<file path="src/rtl/viterbi_frame_ctrl.sv">
// viterbi_frame_ctrl
//   Frame sequencer for the viterbi_simple_v2 decoder. Collects one frame of
//   2-bit code symbols into the decoder symbol memory, pulses the decoder
//   start, waits for done under a watchdog, then streams the decoded bits out
//   one per valid/ready handshake.
//
// Ports
//   clk, rst_n                      clock, asynchronous active-low reset
//   i_flush                         synchronous abort to IDLE
//   i_in_valid/o_in_ready           symbol stream handshake
//   i_in_sym/i_in_last              symbol {G0,G1} and end-of-frame marker
//   o_sym_we/o_sym_addr/o_sym_data  decoder symbol-memory write port
//   o_dec_start/o_dec_frame_len     decoder start pulse and frame length
//   i_dec_done/i_dec_out_len        decoder completion and decoded bit count
//   o_bit_addr/i_bit_data           decoded-bit read port (1-cycle latency)
//   o_out_valid/i_out_ready         decoded bit stream handshake
//   o_out_bit/o_out_last            decoded bit and final-bit marker
//   o_busy                          controller not idle
//   o_err_overflow/o_err_timeout    sticky error flags, cleared at next start
//   o_frame_cnt                     number of fully drained frames
module viterbi_frame_ctrl #(
  parameter int MAX_LEN = 255,
  parameter int TIMEOUT = 4096,
  parameter int TO_W    = 13
) (
  input  logic        clk,
  input  logic        rst_n,
  input  logic        i_flush,
  input  logic        i_in_valid,
  output logic        o_in_ready,
  input  logic [1:0]  i_in_sym,
  input  logic        i_in_last,
  output logic        o_sym_we,
  output logic [7:0]  o_sym_addr,
  output logic [1:0]  o_sym_data,
  output logic        o_dec_start,
  output logic [7:0]  o_dec_frame_len,
  input  logic        i_dec_done,
  input  logic [7:0]  i_dec_out_len,
  output logic [7:0]  o_bit_addr,
  input  logic        i_bit_data,
  output logic        o_out_valid,
  input  logic        i_out_ready,
  output logic        o_out_bit,
  output logic        o_out_last,
  output logic        o_busy,
  output logic        o_err_overflow,
  output logic        o_err_timeout,
  output logic [15:0] o_frame_cnt
);

  typedef enum logic [2:0] {
    S_IDLE, S_LOAD, S_START, S_WAIT, S_RDREQ, S_OUTV
  } state_t;

  localparam logic [7:0]      LAST_IDX = 8'(MAX_LEN - 1);
  localparam logic [TO_W-1:0] WD_LAST  = TO_W'(TIMEOUT - 1);
  localparam logic [TO_W-1:0] WD_ONE   = TO_W'(1);

  state_t          r_state;
  state_t          w_state_next;
  logic [7:0]      r_wr_ptr;
  logic [7:0]      r_rd_ptr;
  logic [7:0]      r_olen;
  logic [7:0]      r_frame_len;
  logic [TO_W-1:0] r_wd;
  logic            r_drop;      // frame was truncated; swallow symbols until in_last
  logic            r_err_ovf;
  logic            r_err_to;
  logic            r_cap;       // out_bit has been captured for the current OUTV
  logic            r_out_bit;
  logic [15:0]     r_frame_cnt;

  logic            w_sym_we;
  logic            w_is_last;

  always_comb begin
    w_state_next = r_state;
    o_in_ready   = 1'b0;
    w_sym_we     = 1'b0;
    o_dec_start  = 1'b0;
    o_out_valid  = 1'b0;
    w_is_last    = (r_rd_ptr == r_olen - 8'd1);
    // Flush suppresses every strobe in its cycle, so the whole case is skipped.
    if (i_flush) begin
      w_state_next = S_IDLE;
    end else begin
      case (r_state)
        S_IDLE:  w_state_next = S_LOAD;
        S_LOAD: begin
          o_in_ready = 1'b1;
          w_sym_we   = i_in_valid && !r_drop;
          // A truncated frame stays here, dropping symbols, until in_last.
          if (i_in_valid && i_in_last) w_state_next = S_START;
        end
        S_START: begin
          o_dec_start  = 1'b1;
          w_state_next = S_WAIT;
        end
        S_WAIT: begin
          if (i_dec_done)
            w_state_next = (i_dec_out_len == 8'd0) ? S_IDLE : S_RDREQ;
          else if (r_wd == WD_LAST)
            w_state_next = S_IDLE;
        end
        S_RDREQ: w_state_next = S_OUTV;
        S_OUTV: begin
          o_out_valid = 1'b1;
          if (i_out_ready) w_state_next = w_is_last ? S_IDLE : S_RDREQ;
        end
        default: w_state_next = S_IDLE;
      endcase
    end
  end

  always_ff @(posedge clk or negedge rst_n) begin
    if (!rst_n) begin
      r_state     <= S_IDLE;
      r_wr_ptr    <= 8'd0;
      r_rd_ptr    <= 8'd0;
      r_olen      <= 8'd0;
      r_frame_len <= 8'd0;
      r_wd        <= '0;
      r_drop      <= 1'b0;
      r_err_ovf   <= 1'b0;
      r_err_to    <= 1'b0;
      r_cap       <= 1'b0;
      r_out_bit   <= 1'b0;
      r_frame_cnt <= 16'd0;
    end else begin
      r_state <= w_state_next;
      if (!i_flush) begin
        case (r_state)
          S_IDLE: begin
            r_wr_ptr <= 8'd0;
            r_drop   <= 1'b0;
          end
          S_LOAD: begin
            if (w_sym_we) begin
              r_wr_ptr <= r_wr_ptr + 8'd1;
              if (i_in_last || r_wr_ptr == LAST_IDX)
                r_frame_len <= r_wr_ptr + 8'd1;
              if (!i_in_last && r_wr_ptr == LAST_IDX) begin
                r_drop    <= 1'b1;
                r_err_ovf <= 1'b1;
              end
            end
          end
          S_START: begin
            // Keep an overflow raised by the frame being started.
            r_err_ovf <= r_drop;
            r_err_to  <= 1'b0;
            r_wd      <= '0;
          end
          S_WAIT: begin
            r_wd <= r_wd + WD_ONE;
            if (i_dec_done) begin
              r_olen   <= i_dec_out_len;
              r_rd_ptr <= 8'd0;
              if (i_dec_out_len == 8'd0) r_frame_cnt <= r_frame_cnt + 16'd1;
            end else if (r_wd == WD_LAST) begin
              r_err_to <= 1'b1;
            end
          end
          S_RDREQ: r_cap <= 1'b0;
          S_OUTV: begin
            // Read data arrives in the first OUTV cycle; freeze it for stalls.
            if (!r_cap) begin
              r_out_bit <= i_bit_data;
              r_cap     <= 1'b1;
            end
            if (i_out_ready) begin
              if (w_is_last) r_frame_cnt <= r_frame_cnt + 16'd1;
              else           r_rd_ptr    <= r_rd_ptr + 8'd1;
            end
          end
          default: ;
        endcase
      end
    end
  end

  assign o_sym_we        = w_sym_we;
  assign o_sym_addr      = r_wr_ptr;
  assign o_sym_data      = w_sym_we ? i_in_sym : 2'b00;
  assign o_dec_frame_len = r_frame_len;
  assign o_bit_addr      = r_rd_ptr;
  assign o_out_bit       = o_out_valid && (r_cap ? r_out_bit : i_bit_data);
  assign o_out_last      = o_out_valid && w_is_last;
  assign o_busy          = (r_state != S_IDLE);
  assign o_err_overflow  = r_err_ovf;
  assign o_err_timeout   = r_err_to;
  assign o_frame_cnt     = r_frame_cnt;

endmodule
</file>
<file path="config.mk">
export PLATFORM = sky130hd
export DESIGN_NAME = viterbi_frame_ctrl
export DESIGN_NICKNAME = d
export VERILOG_FILES = /design/src/rtl/viterbi_frame_ctrl.sv
export SDC_FILE = /design/constraint.sdc
export NUM_CORES = 1
export LEC_CHECK = 0
export ABC_AREA = 1
export BUFFER_PORTS_ARGS = -buffer_cell sky130_fd_sc_hd__buf_4
export CAP_MARGIN = 10
export CORE_ASPECT_RATIO = 1.1
export CORE_MARGIN = 8
export CORE_UTILIZATION = 60
export CTS_CLUSTER_DIAMETER = 30
export DETAILED_ROUTE_END_ITERATION = 16
export GPL_TIMING_DRIVEN = 0
export PLACE_DENSITY = 0.88
export SYNTH_ARGS = -nofsm -noshare
export SYNTH_HDL_FRONTEND = slang
export SYNTH_SLANG_ARGS = --single-unit
</file>
<file path="constraint.sdc">
create_clock -name clk -period 5.4 [get_ports clk]
set_input_delay 0.27 -clock clk [delete_from_list [all_inputs] [get_ports clk]]
set_output_delay 0.27 -clock clk [all_outputs]
set_load 0.005 [all_outputs]
</file>
# Word level (Yosys, flattened, before mapping)

Cells that the tools add are included.

Flip-flop bits (word level): 69
Logic and storage cells: 104

Add/subtract/negate cells: 5
Equality and inequality tests: 20
Muxes and demuxes: 38
Bitwise logic cells: 1
Reductions and logical operators: 28

Operators with widths:

| operator                                               | count |
|---|---|
| two-way mux 16 bit                                     | 4 |
| two-way mux 8 bit                                      | 4 |
| case mux 16 bit (2 select lines)                       | 1 |
| case mux 8 bit (2 select lines)                        | 2 |
| case mux 13 bit (2 select lines)                       | 1 |
| two-way mux 3 bit                                      | 7 |
| != test 2 bit (second input constant)                  | 9 |
| case mux 3 bit (6 select lines)                        | 1 |
| adder 16 x 1 -> 16 bit (second input constant)         | 1 |
| adder 8 x 1 -> 8 bit (second input constant)           | 2 |
| AND reduction 4 bit                                    | 4 |
| adder 13 x 1 -> 13 bit (second input constant)         | 1 |
| equality test 13 x 12 -> 1 bit (second input constant) | 1 |
| two-way mux 1 bit                                      | 13 |
| nonzero test 2 bit                                     | 5 |
| AND reduction 3 bit                                    | 3 |
| equality test 8 bit                                    | 1 |
| equality test 8 bit (second input constant)            | 1 |
| logical NOT 8 bit                                      | 1 |
| case mux 1 bit (2 select lines)                        | 4 |
| subtractor 8 x 1 -> 8 bit (second input constant)      | 1 |
| equality test 3 x 2 -> 1 bit (second input constant)   | 2 |
| equality test 3 bit (second input constant)            | 2 |
| != test 3 bit (second input constant)                  | 2 |
| other kinds (12)                                       | 19 |

# Longest topological paths before layout

Word-level depth: 6
Depth in mapped cells: 15
Depth with buffers taken out: 14

# Least setup slack after synthesis

OpenSTA, ideal clock, no wires.

Path type: flip-flop to flip-flop
Start point: register r_olen[0]
End point: register r_frame_cnt[9] (netlist: o_frame_cnt[9])
Setup time: 117 ps
Arrival: 1,708 ps
Data required time: 5,283 ps
Path slack: 3,575 ps
Stages on the path, launching flop included: 15
Clock period less this slack: 1,825 ps
Cells stage by stage: dfrtp_1 > inv_2 > ha_1 > inv_1 > nand2_1 > nand3_1 > nand2_1 > nand3_1 > nor2_1 > nand3_2 > a21oi_2 > buf_4 > nand2_1 > nand2_1 > nand2_1

Word-level cells in the longest chain between the ends: 4

Ends and longest elaborated chain:

| item                                 | line | text |
|---|---|---|
| start: declaration                   | 64   | `logic [7:0] r_olen;` |
| start signal: assignment             | 158  | `r_olen <= i_dec_out_len;` |
| subtractor 8 x 1 -> 8 bit            | 83   | `w_is_last = (r_rd_ptr == r_olen - 8'd1);` |
| equality test 8 bit                  | 83   |  |
| != test 2 bit (no source line)       | --   |  |
| AND reduction 6 bit (no source line) | --   |  |
| end signal: assignment               | 160  | `if (i_dec_out_len == 8'd0) r_frame_cnt <= r_frame_cnt + 16'd1;` |
| end signal: assignment               | 173  | `if (w_is_last) r_frame_cnt <= r_frame_cnt + 16'd1;` |
| end: declaration                     | 72   | `logic [15:0] r_frame_cnt;` |

No other way between the ends.
A chain may end at the register's enable or synchronous reset.

# Worst setup path in the final report

Start point: register r_state[1]
End point: output o_sym_data[0]

Word-level cells in the longest chain between the ends: 4

Ends and longest elaborated chain:

| item                         | line | text |
|---|---|---|
| start: declaration           | 60   | `state_t r_state;` |
| start signal: assignment     | 131  | `r_state <= w_state_next;` |
| equality test 3 x 1 -> 1 bit | 88   | `case (r_state)` |
| two-way mux 1 bit            | 88   |  |
| two-way mux 1 bit            | 85   | `if (i_flush) begin` |
| two-way mux 2 bit            | 185  | `assign o_sym_data = w_sym_we ? i_in_sym : 2'b00;` |
| end: declaration             | 35   | `output logic [1:0] o_sym_data,` |

No other way between the ends.

==> metrics.csv <==
metric;value;unit
Syn Nets;559;
largest family of logic cells by synthesized area;simple AND/OR/NAND/NOR gates;
Starting Density;61.7;%
Slew Limit Fails;0;
Yosys reg bits;69;
Via Count;3893;
largest cells by area after synthesis;dfrtp_1 43%, nand2_1 13%, inv_1 6.8%;
hold bufs inserted after CTS;0;
Mapped Cells;535;
XOR/XNOR Fraction of Synth Area;3.25;%
die width;94.3;µm
initial antenna violation count;0;
sequential share of the synthesized area;42.7;%
setup_tns;0;ns
Yosys top cell by area;dfrtp_1;
DRT Pass-1 Iters;4;
DP Wirelength;7460;µm
clk_skew;0.00799;ns
grt ovf;0;
Final Cycle Share;43.5;%
Leakage Power;2.44;nW
CTS Buf Count;9;
most frequent cells in the layout;135 x nand2_1, 73 x inv_1, 69 x dfrtp_1, 68 x buf_4, 47 x nor2_1;
worst slack, placed;3.25;ns
r2r setup slk;3.22;ns
Port Buffers;67;
I/O pin count;69;
largest net degree at the start of global routing;70;
Syn Std Cell Area;4040;µm²
RSZ-0062 raised after global routing;no;
Post-CTS Setup Bufs;0;
max frequency;426;MHz
Std-Cell Rows;31;
Final #Nets;637;
Slew headroom;42.9;%
synth unique cells;40;
synth-to-layout area growth;19.7;%
prevailing post-synth register cell;dfrtp_1;
vias per cell;5.56;
clk_lat worst skew;0.34;ns
Least-Margin Pin Slew;0.856;ns
Worst Hold Class;in -> async;
post-synth top area share;42.7;%
Vert. Die Dim;102;µm
final WL;10000;µm
Antenna Cells;0;
hold violation count in the final report;0;
final routed DRC violation total;0;
DR WL/cell;14.3;µm
Resized Gates After CTS;0;
post-synthesis mux area share;0.248;%
Overall Global Routing Usage;21.5;%
# setup viols final;0;
WP data required;5.13;ns
Synthesis Warnings;0;
commonest non-fill, non-tap cell in the layout;nand2_1;
worst vdd ir;0.248;mV
core box area;6560;µm²
CTS root buf;clkbuf_8;
CTS tree;built;
crit path max fanout;9;
Worst Setup Start Kind;register;
min cycle time layout;2.35;ns
clk buf depth;2;
clock sink total;69;
worst setup margin;3.05;ns
R2R Path Start;r_olen[0]$_DFFE_PN0P_;
RR Endpoint;o_frame_cnt[9]$_DFFE_PN0P_;
first-pass GRT wire length;16700;µm
die area;9620;µm²
post-synthesis adder-cell area fraction;1.86;%
Syn Area/Cell;7.56;µm²
status;finished, final reports clean;
worst setup path class;reg -> out;
clk slew on worst S/H paths;0.08;ns
path depth of the worst reg2reg path;14;
PD cells;354;nW/µm²
CP endpoint kind;output pin;
Simple-Gate Fraction of Synth Area;32.3;%
area fraction in compound gates after synthesis;10.6;%
share of cells above drive strength 1;20.6;%
Post-synth EDFFs;0;
H-tree depth;3;
fraction of registers with async set/reset;100;%
Final GP Congestion;0.872;
number of global-route vias before repair;3876;
DRT iter0 DRCs;198;
CP Data Arrival Time;2.08;ns
Max Cap Viol;0;
remaining antenna violation count;0;
==> synth_stat cells (2+ instances only) <==
master and instances:
xor2_1 12, inv_2 11, nand4_1 24, nor2_1 47
clkbuf_1 3, o21ai_0 33, nor4_1 3, nand2_2 4
dfrtp_1 69, inv_1 73, o21ai_1 8, ha_1 6
nor3_1 10, o22ai_1 7, o21ai_2 3, buf_2 2
nor2_4 2, nand3_1 30, or2_2 2, xnor2_1 3
nor2_8 2, a21oi_4 2, nand2_1 135, a21oi_1 15
nor2_2 6, nand2_4 4, a31oi_1 2, nand3b_1 5
==> report_power, final <==
part / switching [mW] / internal (mW)
Sequential: 0.100 / 0.614
Combinational: 0.356 / 0.234
Clock: 0.199 / 0.211
==> layer usage <==
| metal | part of all wire [%] | vias up | wire (µm) | track usage, % |
|---|---|---|---|---|
| met5 | 0 | - | 0 | 0 |
| met4 | 1.8 | 0 | 179 | 7.94 |
| met3 | 6.5 | 19 | 648 | 6.02 |
| met2 | 50 | 139 | 4960 | 37.4 |
| met1 | 42 | 1853 | 4230 | 24.4 |
| li1 | - | 1882 | - | - |
==> registers in the layout, summed over array words and instances (netlist names) <==
register         count
r_wd                13
o_err_timeout        1
r_drop               1
r_olen               8
r_state              3
o_frame_cnt         16
r_cap                1
o_bit_addr           8
o_err_overflow       1
o_sym_addr           8
o_dec_frame_len      8
r_out_bit            1
==> worst max-delay path by stage <==
stage	start	end	slack [ns]	depth (start not counted)
finish	r_state[1]$_DFFE_PN0P_	o_sym_data[0]	3.05	8
global route	r_olen[0]$_DFFE_PN0P_	o_out_last	2.85	11
CTS	r_olen[0]$_DFFE_PN0P_	o_out_last	3.04	11
detailed placement	r_olen[0]$_DFFE_PN0P_	o_frame_cnt[9]$_DFFE_PN0P_	3.25	14
global placement	r_olen[0]$_DFFE_PN0P_	o_frame_cnt[9]$_DFFE_PN0P_	3.31	14
floorplan	r_olen[0]$_DFFE_PN0P_	o_frame_cnt[9]$_DFFE_PN0P_	3.58	14
==> worst max-delay path, stage by stage, from the launching register on <==
cell	delay [ns]
dfrtp_1	0.45
inv_1	0.11
nand2_1	0.10
nor2_2	0.18
nand2_2	0.12
nor2_4	0.17
clkinv_1	0.26
nor2_1	0.20
buf_4	0.14
==> area by class of cell <==
| class | instances | area, µm² |
|---|---|---|
| buffer | 8 | 47.5 |
| clock buffer | 9 | 124 |
| clock inverter | 7 | 66.3 |
| fill | 489 | 1720 |
| inverter | 85 | 319 |
| multi-input combinational | 373 | 1950 |
| sequential | 69 | 1730 |
| tap | 82 | 103 |
| timing repair buffer | 67 | 503 |
==> through the flow <==
step | area [µm²] | hold WS (ns) | utilization (%) | std cells | power (mW)
floorplan | 4040 | -0.0256 | - | 535 | 1.11
global placement | 4650 | 0.439 | 70.9 | 684 | 1.28
detailed placement | 4650 | 0.439 | 70.9 | 684 | 1.31
CTS | 4840 | 0.0645 | 73.8 | 700 | 1.72
global route | 4840 | 0.108 | 73.8 | 700 | 1.84
finish | 4840 | 0.0434 | 73.8 | 700 | 1.71
==> cell families after synthesis <==
| logic type | Yosys count |
|---|---|
| adders and majority gates | 6 |
| xor gates and xnor gates | 15 |
| and+or+nand+nor | 277 |
| buffers and inverters | 93 |
| AOI/OAI and AO/OA | 74 |
| muxes | 1 |
| DFF | 69 |
No activity file was read; power rests on OpenSTA's default activity.
